$ cat src/rtl/fetch_unit.sv
// Instruction fetch unit: walks a word-addressed ROM from pc and buffers
// {pc, instruction} pairs in a small FIFO for the decode stage.
module fetch_unit #(
  parameter int           N         = 32,
  parameter int           INS       = 1000,
  parameter int           DEPTH     = 4,
  parameter logic [N-1:0] HALT_WORD = '1
) (
  input  logic         clk,
  input  logic         rst_n,
  output logic [N-1:0] pc,
  input  logic [N-1:0] instruction,
  input  logic         start,
  input  logic         redirect,
  input  logic [N-1:0] redirect_pc,
  output logic         out_valid,
  input  logic         out_ready,
  output logic [N-1:0] out_instr,
  output logic [N-1:0] out_pc,
  output logic         done
);

  localparam int           PW      = $clog2(DEPTH);
  localparam logic [N-1:0] INS_W   = N'(INS);
  localparam logic [N-1:0] LAST_PC = N'(INS - 1);
  localparam logic [PW:0]  FULL_CT = (PW + 1)'(DEPTH);

  typedef enum logic [1:0] {IDLE, FETCH, DONE} state_t;

  state_t        state, state_nxt;
  logic [N-1:0]  pc_nxt;
  logic [PW-1:0] head, tail;
  logic [PW:0]   count;
  logic [N-1:0]  instr_mem [DEPTH];
  logic [N-1:0]  pc_mem    [DEPTH];
  logic          pop, push, full, flush;

  assign out_valid = (count != '0);
  assign out_instr = instr_mem[head];
  assign out_pc    = pc_mem[head];
  assign done      = (state == DONE) && (count == '0);

  always_comb begin
    full      = (count == FULL_CT);
    flush     = redirect && (state != IDLE);
    pop       = out_valid && out_ready;
    // A pop frees a slot in the same cycle, so a full queue can still accept.
    push      = (state == FETCH) && !flush && (!full || pop);
    state_nxt = state;
    pc_nxt    = pc;
    case (state)
      IDLE: begin
        if (start) state_nxt = FETCH;
      end
      FETCH: begin
        if (push) begin
          if ((instruction == HALT_WORD) || (pc == LAST_PC)) state_nxt = DONE;
          else                                               pc_nxt    = pc + 1'b1;
        end
      end
      default: ;
    endcase
    // An out-of-range target parks in DONE so the ROM is never read there.
    if (flush) begin
      pc_nxt    = redirect_pc;
      state_nxt = (redirect_pc >= INS_W) ? DONE : FETCH;
    end
  end

  always_ff @(posedge clk or negedge rst_n) begin
    if (!rst_n) begin
      state <= IDLE;
      pc    <= '0;
      head  <= '0;
      tail  <= '0;
      count <= '0;
    end else begin
      state <= state_nxt;
      pc    <= pc_nxt;
      if (flush) begin
        head  <= '0;
        tail  <= '0;
        count <= '0;
      end else begin
        if (pop)  head <= head + 1'b1;
        if (push) tail <= tail + 1'b1;
        case ({push, pop})
          2'b10:   count <= count + 1'b1;
          2'b01:   count <= count - 1'b1;
          default: count <= count;
        endcase
      end
    end
  end

  always_ff @(posedge clk) begin
    if (push) begin
      instr_mem[tail] <= instruction;
      pc_mem[tail]    <= pc;
    end
  end

endmodule

$ cat config.mk
export PLATFORM = sky130hd
export DESIGN_NAME = fetch_unit
export DESIGN_NICKNAME = d
export VERILOG_FILES = /design/src/rtl/fetch_unit.sv
export SDC_FILE = /design/constraint.sdc
export NUM_CORES = 1
export LEC_CHECK = 0
export CORE_ASPECT_RATIO = 0.9
export CORE_MARGIN = 10
export CORE_UTILIZATION = 24
export DETAILED_ROUTE_END_ITERATION = 6
export SLEW_MARGIN = 40
export SYNTH_ARGS = -nofsm -noshare
export SYNTH_HDL_FRONTEND = slang
export SYNTH_SLANG_ARGS = --single-unit
$ cat constraint.sdc
create_clock -name clk -period 6.45 [get_ports clk]
set_clock_uncertainty 0.05 [all_clocks]
set_input_delay 1.29 -clock clk [delete_from_list [all_inputs] [get_ports clk]]
set_output_delay 1.29 -clock clk [all_outputs]
set_load 0.05 [all_outputs]
==> implementation parameters, run 1 <==
Parameter                              Value

Run status
  Result of the run    finished clean

Timing
  Post-route fraction of the period consumed by the critical path    71.7%
  Final setup fails    0
  Time the final worst path needs with I/O delays and setup    4.62 ns
  Fmax    216 MHz
  Max-slew violation total from the final report    0
  Endpoints failing hold    0
  Worst Setup Slack, final    1.83 ns
  Normalized max-slew margin    47.6%
  Accumulated negative setup slack    0 ns
  Setup repair after global routing missed its margin    no
  Worst slew pin tran    0.779 ns

Worst setup path
  Crit. End Element    output pin
  Critical path startpoint category    flop
  Data arrival time of the worst path    3.28 ns
  Register-to-register setup slack    3.43 ns
  Critical path class    flop to output pin
  Number of cells on the worst reg-to-reg path    6
  Worst reg2reg path endpoint    pc[16]
  Launch point of the worst reg-to-reg path    pc[0]
  Endpoint required time on the critical path    5.11 ns
  Highest net fanout along the worst path    25

Min path
  Worst hold endpoint    tail[1]
  Source of the worst hold timing path    tail[1]
  Worst hold stages    2
  Worst hold-check path type    flop to flop

Pwr
  Peak supply drop    0.208 mV
  Share of power burned in combinational logic    35.7%
  Switching power share of the total    37.9%
  Internal power consumption    4270 µW
  Switch Pwr    2600 µW
  Cell Pwr Density    432 nW/µm²
  Share of total power in the clock network    26.2%
  Seq pwr share    38.2%
  Static power due to leakage    0.00493 µW

Floorplan
  Full die area    60400 µm²
  Die outline height    234 µm
  Total core area    50500 µm²
  Starting density of the core    24.2%
  Boundary Pins    167
  Rows    78
  Die extent in x    258 µm

Clock tree
  Total of cells resized after clock tree synthesis    0
  TritonCTS sink count    297
  CTS tree    done
  Buffer cell driving the clock tree root    sky130_fd_sc_hd__clkbuf_16
  Longest Clk Path Bufs    3
  Number of CTS-inserted buffers    31
  Clock latency of the later-clocked register in the worst-skew pair    0.57 ns
  Post-CTS setup buffer count    0
  Clock-pin transition on the worst setup and hold timing paths    0.06 ns
  Number of levels the H-tree was split into    1
  # hold bufs at CTS    0

Logic synthesis
  Commonest cells post-synth    sky130_fd_sc_hd__edfxtp_1 (256), sky130_fd_sc_hd__mux4_2 (64), sky130_fd_sc_hd__nand2_1 (58), sky130_fd_sc_hd__dfrtp_1 (41), sky130_fd_sc_hd__o211ai_1 (37)
  Number of library cell types mapped by synthesis    51
  Gate Count Post-Synth    698
  Synthesized netlist net count    773
  Synthesized area    12200 µm²
  Share of synthesized registers carrying an async set or reset    13.8%
  Count of flip-flops with a built-in enable after synthesis    256
  Top cell type's share of synthesized area    62.8%
  Area leader, netlist    sky130_fd_sc_hd__edfxtp_1
  Mean instance size in the synthesized netlist    17.5 µm²
  Flop and latch count out of synthesis    297
  Biggest area contributors in the synthesized netlist    sky130_fd_sc_hd__edfxtp_1 (63%), sky130_fd_sc_hd__mux4_2 (12%), sky130_fd_sc_hd__dfrtp_1 (8.4%)
  Number of synthesis warnings    0
  Sequential-to-total area share from yosys stat    71.2%
  Library cell with the highest instance count after synthesis    sky130_fd_sc_hd__edfxtp_1
  Most used DFF post-synth    sky130_fd_sc_hd__edfxtp_1

Global route
  Via count of the first global-routing pass    7420
  Largest net degree at the start of global routing    42
  Overall fraction of global-route tracks in use    11.1%
  Wire length of the first global-routing pass    51100 µm
  Number of antenna violations at the first check in global routing    0
  Overflow left after global routing    0

Place
  Port Buffers    166
  Detailed placer's ending HPWL    23700 µm
  Routability congestion estimate    0.777
  DP Worst Slack    1.93 ns

Drt
  First-pass iteration count of the detailed router    6
  Drt wl/cell    21.9 µm
  Via-to-Cell Ratio    4.72
  Count of unresolved DRC violations after routing    0
  Total number of vias    7426
  Antenna violation net count after detailed routing    0
  Total wirelength of the detailed-routed design    34500 µm
  Count of routing violations after the opening detailed-route iteration    654

Cells and area
  Layout overhead on the synthesized area    29.9%
  Fraction of final layout cells sized beyond drive strength 1    16.9%
  Number of fill cells in the layout    4908
  Multi-input combinational cell area    3340 µm²
  FF/Latch Area    8720 µm²
  Final layout net count    944

Job
  Max-cap check violation count    0
[how the worst max path moves through the flow]
stage                 endpoint  cells past startpoint  slack [ns]            start
6_report          out_instr[0]                      5        1.83          head[0]
3_3_place_gp             pc[0]                      7        1.95  instruction[20]
5_1_grt           out_instr[0]                      5        1.62          head[0]
4_1_cts           out_instr[4]                      5        1.73          head[0]
3_5_place_dp             pc[8]                      8        1.93   instruction[6]
2_1_floorplan  instr_mem[0][0]                      5        2.17         redirect
[worst max-delay path, cell delays in order (launching register included)]
cell                              delay (ns)
sky130_fd_sc_hd__dfrtp_4                0.51
sky130_fd_sc_hd__buf_12                 0.26
sky130_fd_sc_hd__buf_12                 0.25
sky130_fd_sc_hd__buf_4                  0.37
sky130_fd_sc_hd__mux4_2                 0.58
sky130_fd_sc_hd__clkdlybuf4s50_1        0.72
[power groups by stage]
stage / sequential, µW / combinational, µW / clock (µW)
floorplan: 2720 / 1450 / 0
global placement: 2760 / 2330 / 0
detailed placement: 2660 / 2500 / 0
CTS: 2620 / 2510 / 1840
global route: 2650 / 2590 / 1920
finish: 2620 / 2450 / 1800
[layer usage]
layer / share of wire (%) / global-route usage (%) / routed length, µm
met5: 0 / 0 / 0
met4: 1.1 / 1.56 / 396
met2: 46 / 17.1 / 15800
met3: 9.2 / 3.36 / 3170
met1: 44 / 15.5 / 15200
[cells in the final DEF (no fill, tap or decap), types with 5 or more instances in the layout]
cell                              instances
sky130_fd_sc_hd__clkbuf_16               31
sky130_fd_sc_hd__nand3_1                 12
sky130_fd_sc_hd__clkdlybuf4s50_1        165
sky130_fd_sc_hd__mux4_2                  64
sky130_fd_sc_hd__nor4_1                  22
sky130_fd_sc_hd__buf_12                  11
sky130_fd_sc_hd__nor2_1                  12
sky130_fd_sc_hd__o21a_1                   5
sky130_fd_sc_hd__or4_1                   10
sky130_fd_sc_hd__clkinv_2                 7
sky130_fd_sc_hd__edfxtp_1               256
sky130_fd_sc_hd__inv_1                    8
sky130_fd_sc_hd__o31a_1                  11
sky130_fd_sc_hd__and4_1                   6
sky130_fd_sc_hd__nor3_1                   9
sky130_fd_sc_hd__a221o_1                  8
sky130_fd_sc_hd__clkinv_1                 5
sky130_fd_sc_hd__o31ai_1                  8
sky130_fd_sc_hd__and2_1                   6
sky130_fd_sc_hd__nand2_1                 58
sky130_fd_sc_hd__buf_4                    8
sky130_fd_sc_hd__a211oi_1                 8
sky130_fd_sc_hd__dfrtp_1                 39
sky130_fd_sc_hd__o211ai_1                37
sky130_fd_sc_hd__nand4_1                 16
sky130_fd_sc_hd__ha_1                     5
[state kept, by name (all words and copies together), names as in the netlist]
register / flops
count: 3
head: 2
instr_mem: 128
pc: 32
pc_mem: 128
state: 2
tail: 2
[final cells by class]
type / count / area share (%)
flip-flops and latches: 297 / 54.9
multi-input cells: 347 / 21.0
repair buffers: 184 / 12.2
well taps: 680 / 5.35
clock buffers: 36 / 5.06
clock inverters: 21 / 1.35
inverters: 8 / 0.189
diodes: 1 / 0.0157
[logic make-up (layout without fill, tap and decap cells)]
| family | count (synthesis) | count (layout) | synth area share [%] |
|---|---|---|---|
| buf+inv | 54 | 249 | 1.77 |
| simple gates | 170 | 170 | 7.51 |
| flops | 297 | 297 | 71.2 |
| mux | 64 | 64 | 11.8 |
| xor+xnor | 4 | 4 | 0.286 |
| compound gates | 103 | 103 | 6.75 |
| fa+ha+maj | 6 | 6 | 0.675 |
| other cells | 0 | 1 | 0 |
[stage by stage]
step	area [µm²]	utilization [%]	cells	power (µW)	hold WS, ns
after CTS	15900	31.5	1573	6960	0.525
after global routing	15900	31.5	1573	7160	0.579
after detailed placement	14900	29.5	1516	5160	0.519
after floorplan	12200	-	698	4170	0.465
final	15900	31.5	1574	6870	0.524
after global placement	14600	29.0	1505	5090	0.503
(Power assumes the default switching activity.)
==> run 2: changes to the inputs <==
==> constraint.sdc (replaced) <==
create_clock -name clk -period 4.8 [get_ports clk]
set_clock_uncertainty 0.05 [all_clocks]
set_input_delay 0.96 -clock clk [delete_from_list [all_inputs] [get_ports clk]]
set_output_delay 0.96 -clock clk [all_outputs]
set_load 0.05 [all_outputs]
==> implementation parameters, run 2 (synthesis results as in run 1) <==
Parameter                              Value

Timing
  Max-slew violation total from the final report    0 (unchanged)
  Accumulated negative setup slack    0 ns (unchanged)
  Normalized max-slew margin    49.8% (+2.2 points)
  Worst slew pin tran    0.753 ns (-0.0259 ns)
  Fmax    257 MHz
  Time the final worst path needs with I/O delays and setup    3.89 ns
  Post-route fraction of the period consumed by the critical path    81.0%
  Hold Slack    0.219 ns (-0.305 ns)
  Final setup fails    0 (unchanged)
  Setup repair after global routing missed its margin    no
  Endpoints failing hold    0 (unchanged)

Worst setup path
  Data arrival time of the worst path    2.88 ns (-0.40 ns)
  Number of cells on the worst reg-to-reg path    6 (unchanged)
  CP top delay family    buffers and inverters
  Critical Path Stages    3 (-2)
  Critical path class    flop to output pin
  Cell at the slowest stage of the critical path    sky130_fd_sc_hd__clkdlybuf4s50_1
  Worst Path Buf+Inv    2 (-2)
  Crit. End Element    output pin
  Critical path startpoint category    flop
  CP peak stage delay    0.74 ns (+0.02 ns)
  Cell-by-cell listing of the critical path    buf_4 > mux4_2 > clkdlybuf4s50_1
  Highest net fanout along the worst path    27 (+8.0%)
  Endpoint required time on the critical path    3.79 ns (-1.32 ns)

Drt
  Antenna violation net count after detailed routing    0 (unchanged)
  Drt wl/cell    22.4 µm (+2.1%)
  Count of unresolved DRC violations after routing    0 (unchanged)
  Total wirelength of the detailed-routed design    35300 µm (+2.3%)
  Count of routing violations after the opening detailed-route iteration    594 (-9.2%)
  Total number of vias    7394 (-0.43%)
  Via-to-Cell Ratio    4.69 (-0.62%)
  First-pass iteration count of the detailed router    4 (-2)

Pwr
  Peak supply drop    0.341 mV (+64%)
  Share of total power in the clock network    27.8% (+1.6 points)
  Share of power burned in combinational logic    34.8% (-0.9 points)
  Cell Pwr Density    589 nW/µm² (+36%)
  Overall power after layout    9380 µW (+37%)
  Seq pwr share    37.4% (-0.8 points)
  Switch Pwr    3530 µW (+36%)
  Static power due to leakage    0.00498 µW (+0.94%)
  Internal power consumption    5850 µW (+37%)
  Switching power share of the total    37.6% (-0.22 points)

Floorplan
  Total core area    50500 µm² (unchanged)
  Rows    78 (unchanged)
  Starting density of the core    24.2% (unchanged)
  Die extent in x    258 µm (unchanged)
  Full die area    60400 µm² (unchanged)
  Die outline height    234 µm (unchanged)
  Boundary Pins    167 (unchanged)

Clock tree
  Clock latency of the later-clocked register in the worst-skew pair    0.53 ns (-0.04 ns)
  Longest Clk Path Bufs    3 (unchanged)
  Number of CTS-inserted buffers    35 (+13%)
  Clock-pin transition on the worst setup and hold timing paths    0.06 ns (about the same)
  # hold bufs at CTS    0 (unchanged)
  TritonCTS sink count    297 (unchanged)
  Number of levels the H-tree was split into    2 (+1)
  Total of cells resized after clock tree synthesis    0 (unchanged)
  Post-CTS setup buffer count    0 (unchanged)
  Buffer cell driving the clock tree root    sky130_fd_sc_hd__clkbuf_16
  CTS tree    done

Global route
  Largest net degree at the start of global routing    45 (+7.1%)
  Overall fraction of global-route tracks in use    11.5% (+0.42 points)
  Via count of the first global-routing pass    7719 (+4.0%)
  Number of antenna violations at the first check in global routing    0 (unchanged)
  Overflow left after global routing    0 (unchanged)
  Wire length of the first global-routing pass    52100 µm (+2.0%)

Cells and area
  Diode insertion count for antenna repair    0 (-1)
  Post-Layout Inst Area    15900 µm² (+0.20%)
  FF/Latch Area    8720 µm² (unchanged)
  Final layout net count    948 (+0.42%)
  Core occupancy in the finished layout    31.6% (+0.062 points)
  Fraction of final layout cells sized beyond drive strength 1    17.4% (+0.48 points)
  Biggest registers after layout    instr_mem: 128 flops, pc_mem: 128 flops, pc: 32 flops
  Most common cell after layout, fill and taps aside    sky130_fd_sc_hd__edfxtp_1
  Top library cells by usage in the layout, fill and taps aside    sky130_fd_sc_hd__edfxtp_1 (256), sky130_fd_sc_hd__clkdlybuf4s50_1 (165), sky130_fd_sc_hd__mux4_2 (64)
  Multi-input combinational cell area    3330 µm² (-0.22%)
  Number of fill cells in the layout    4875 (-0.67%)
  Layout overhead on the synthesized area    30.2%

Place
  Routability congestion estimate    0.781 (+0.44%)
  Port Buffers    166 (unchanged)
  Detailed placer's ending HPWL    23000 µm (-2.8%)
  Post-placement cell area    14800 µm² (-0.49%)

Run status
  Result of the run    finished clean

Job
  Max-cap check violation count    0 (unchanged)

Min path
  Worst hold-check path type    primary input to async pin
run 2: layout make-up:
class	instances	area share, %
Clock buffer	43	6.14
Clock inverter	18	0.919
Inverter	8	0.189
Multi-Input combinational cell	347	20.9
Sequential cell	297	54.8
Tap cell	680	5.34
Timing Repair Buffer	184	11.7
run 2: path summary, 6_finish.rpt:
path | start | end | slack [ns]
setup / recovery | head[0] | out_pc[28] | 0.91
hold / removal | rst_n | pc[6] | 0.22
setup reg to reg | pc[0] | pc[16] | 1.66
hold reg to reg | tail[0] | tail[0] | 0.51
max in group asynchronous | rst_n | head[0] | 3.71
min in group clk | tail[0] | tail[0] | 0.51
run 2: per-layer routing:
layer / GRT usage, % / part of all wire, % / up-vias
li1: - / - / 3256
met1: 15.2 / 45 / 3824
met2: 18.1 / 46 / 272
met3: 3.88 / 7.4 / 42
met4: 2.64 / 1.7 / 0
met5: 0 / 0 / -
run 2: metrics by stage:
step,setup slack [ns],instances
after floorplan,0.852,698
after global placement,1.07,1516
after detailed placement,1.14,1516
after CTS,0.847,1577
after global routing,0.760,1577
final,0.914,1577
run 2: power by group through the flow:
| stage | Sequential [µW] | Combinational (µW) | Clock (µW) |
|---|---|---|---|
| after floorplan | 3650 | 1950 | 0 |
| after global placement | 3550 | 3310 | 0 |
| after detailed placement | 3570 | 3320 | 0 |
| after CTS | 3520 | 3330 | 2690 |
| after global routing | 3560 | 3440 | 2800 |
| final | 3510 | 3270 | 2600 |
==> run 3: changes to the inputs <==
==> constraint.sdc (replaced) <==
create_clock -name clk -period 3.3 [get_ports clk]
set_clock_uncertainty 0.05 [all_clocks]
set_input_delay 0.66 -clock clk [delete_from_list [all_inputs] [get_ports clk]]
set_output_delay 0.66 -clock clk [all_outputs]
set_load 0.05 [all_outputs]
==> implementation parameters, run 3 (synthesis results as in run 1) <==
Parameter                              Value

Worst setup path
  Cell at the slowest stage of the critical path    sky130_fd_sc_hd__clkdlybuf4s50_1
  Highest net fanout along the worst path    10 (-63%)
  Endpoint required time on the critical path    2.59 ns (-1.20 ns)
  Crit. End Element    output pin
  Critical path class    flop to output pin
  Critical path startpoint category    flop
  CP peak stage delay    0.75 ns (about the same)
  Data arrival time of the worst path    2.50 ns (-0.38 ns)
  Cell-by-cell listing of the critical path    mux4_2 > clkdlybuf4s50_1

Drt
  Via-to-Cell Ratio    4.72 (+0.64%)
  Drt wl/cell    22.0 µm (-1.5%)
  First-pass iteration count of the detailed router    5 (+1)
  Total number of vias    7654 (+3.5%)
  Total wirelength of the detailed-routed design    35700 µm (+1.3%)
  Count of unresolved DRC violations after routing    0 (unchanged)
  Count of routing violations after the opening detailed-route iteration    566 (-4.7%)
  Antenna violation net count after detailed routing    0 (unchanged)

Cells and area
  Core occupancy in the finished layout    32.3% (+0.76 points)
  Final layout net count    993 (+4.7%)
  Biggest registers after layout    instr_mem: 128 flops, pc_mem: 128 flops, pc: 32 flops
  Top library cells by usage in the layout, fill and taps aside    sky130_fd_sc_hd__edfxtp_1 (256), sky130_fd_sc_hd__clkdlybuf4s50_1 (109), sky130_fd_sc_hd__buf_4 (87)
  Non-filler cells, final    1622 (+2.9%)
  Most common cell after layout, fill and taps aside    sky130_fd_sc_hd__edfxtp_1
  Fraction of final layout cells sized beyond drive strength 1    24.5% (+7.1 points)
  Number of fill cells in the layout    4876 (+0.021%)
  Diode insertion count for antenna repair    0 (unchanged)
  Layout overhead on the synthesized area    33.3%

Timing
  Post-route fraction of the period consumed by the critical path    97.4%
  Final setup fails    0 (unchanged)
  Worst Setup Slack, final    0.0867 ns (-0.827 ns)
  Worst slew pin tran    0.836 ns (+0.0829 ns)
  Max-slew violation total from the final report    0 (unchanged)
  Endpoints failing hold    0 (unchanged)
  Fmax    311 MHz
  Time the final worst path needs with I/O delays and setup    3.21 ns
  Normalized max-slew margin    43.7% (-6.0 points)
  Setup repair after global routing missed its margin    no

Clock tree
  # hold bufs at CTS    0 (unchanged)
  Number of levels the H-tree was split into    2 (unchanged)
  Clock latency of the later-clocked register in the worst-skew pair    0.54 ns (about the same)
  CTS tree    done
  Longest Clk Path Bufs    3 (unchanged)
  Number of CTS-inserted buffers    35 (unchanged)
  TritonCTS sink count    297 (unchanged)
  Buffer cell driving the clock tree root    sky130_fd_sc_hd__clkbuf_16
  Clock-pin transition on the worst setup and hold timing paths    0.06 ns (about the same)

Floorplan
  Boundary Pins    167 (unchanged)
  Starting density of the core    24.2% (unchanged)
  Total core area    50500 µm² (unchanged)
  Die outline height    234 µm (unchanged)
  Die extent in x    258 µm (unchanged)
  Rows    78 (unchanged)
  Full die area    60400 µm² (unchanged)

Place
  Post-placement cell count    1560 (+2.9%)
  Detailed placer's ending HPWL    25000 µm (+8.8%)
  Port Buffers    166 (unchanged)
  Routability congestion estimate    0.812 (+4.0%)
  DP Worst Slack    -0.0811 ns (-1.22 ns)

Pwr
  Overall power after layout    13900 µW (+48%)
  Cell Pwr Density    850 nW/µm² (+44%)
  Peak supply drop    0.521 mV (+53%)
  Static power due to leakage    0.00529 µW (+6.3%)

Global route
  Wire length of the first global-routing pass    52800 µm (+1.4%)
  Number of antenna violations at the first check in global routing    0 (unchanged)
  Largest net degree at the start of global routing    29 (-36%)
  Overall fraction of global-route tracks in use    11.6% (+0.11 points)
  Overflow left after global routing    0 (unchanged)
  Via count of the first global-routing pass    7724 (+0.065%)

Min path
  Worst hold-check path type    primary input to async pin

Job
  Max-cap check violation count    0 (unchanged)

Run status
  Result of the run    finished clean
-- run 3: power breakdown --
part           total [µW]  internal, µW  switching, µW  leakage [µW]
registers            4950          4510            432       0.00282
clock network        3900          2400           1490      0.000554
logic                5020          1780           3240       0.00192
-- run 3: area by class of cell --
class	count	area (µm²)	area share, %
multi-input cells	347	3330	20.4
inverters	8	30.0	0.184
repair buffers	229	2230	13.7
clock buffers	48	946	5.80
clock inverters	13	204	1.25
well taps	680	851	5.22
flip-flops and latches	297	8720	53.5
-- run 3: worst paths after layout --
path                          from        end  slack (ns)  cells past startpoint
hold / removal               rst_n     pc[11]        0.11                      1
setup / recovery           head[0]  out_pc[3]        0.09                      2
min in group clk           tail[0]    tail[0]        0.51                      1
hold reg to reg            tail[0]    tail[0]        0.51                      1
setup reg to reg             pc[0]     pc[16]        0.60                      6
max in group asynchronous    rst_n     pc[16]        2.39                      2
-- run 3: repair_timing --
action,CTS,global route
gates cloned,0,0
endpoints found under the setup margin,53,2
buffers inserted,1,0
resized for setup,17,1
-- run 3: critical path: cells and delay by family, from the launching register on --
kind | cells | cell delay (ns)
DFF | 1 | 0.57
buffers and inverters | 1 | 0.75
muxes | 1 | 0.64
-- run 3: layer usage --
layer  global-route usage (%)  vias to the layer above  wire length (µm)
li1                         -                     3355                 -
met1                     15.8                     3950             15700
met2                     18.0                      319             16400
met3                     3.66                       30              3170
met4                     2.55                        0               421
met5                        0                        -                 0
-- run 3: metrics by stage --
stage / area, µm² / TNS (ns) / hold slack (ns)
after floorplan: 12200 / 0 / 0.314
after global placement: 15100 / -0.432 / 0.497
after detailed placement: 15100 / -0.720 / 0.502
after CTS: 16300 / 0 / 0.109
after global routing: 16300 / 0 / 0.138
final: 16300 / 0 / 0.110
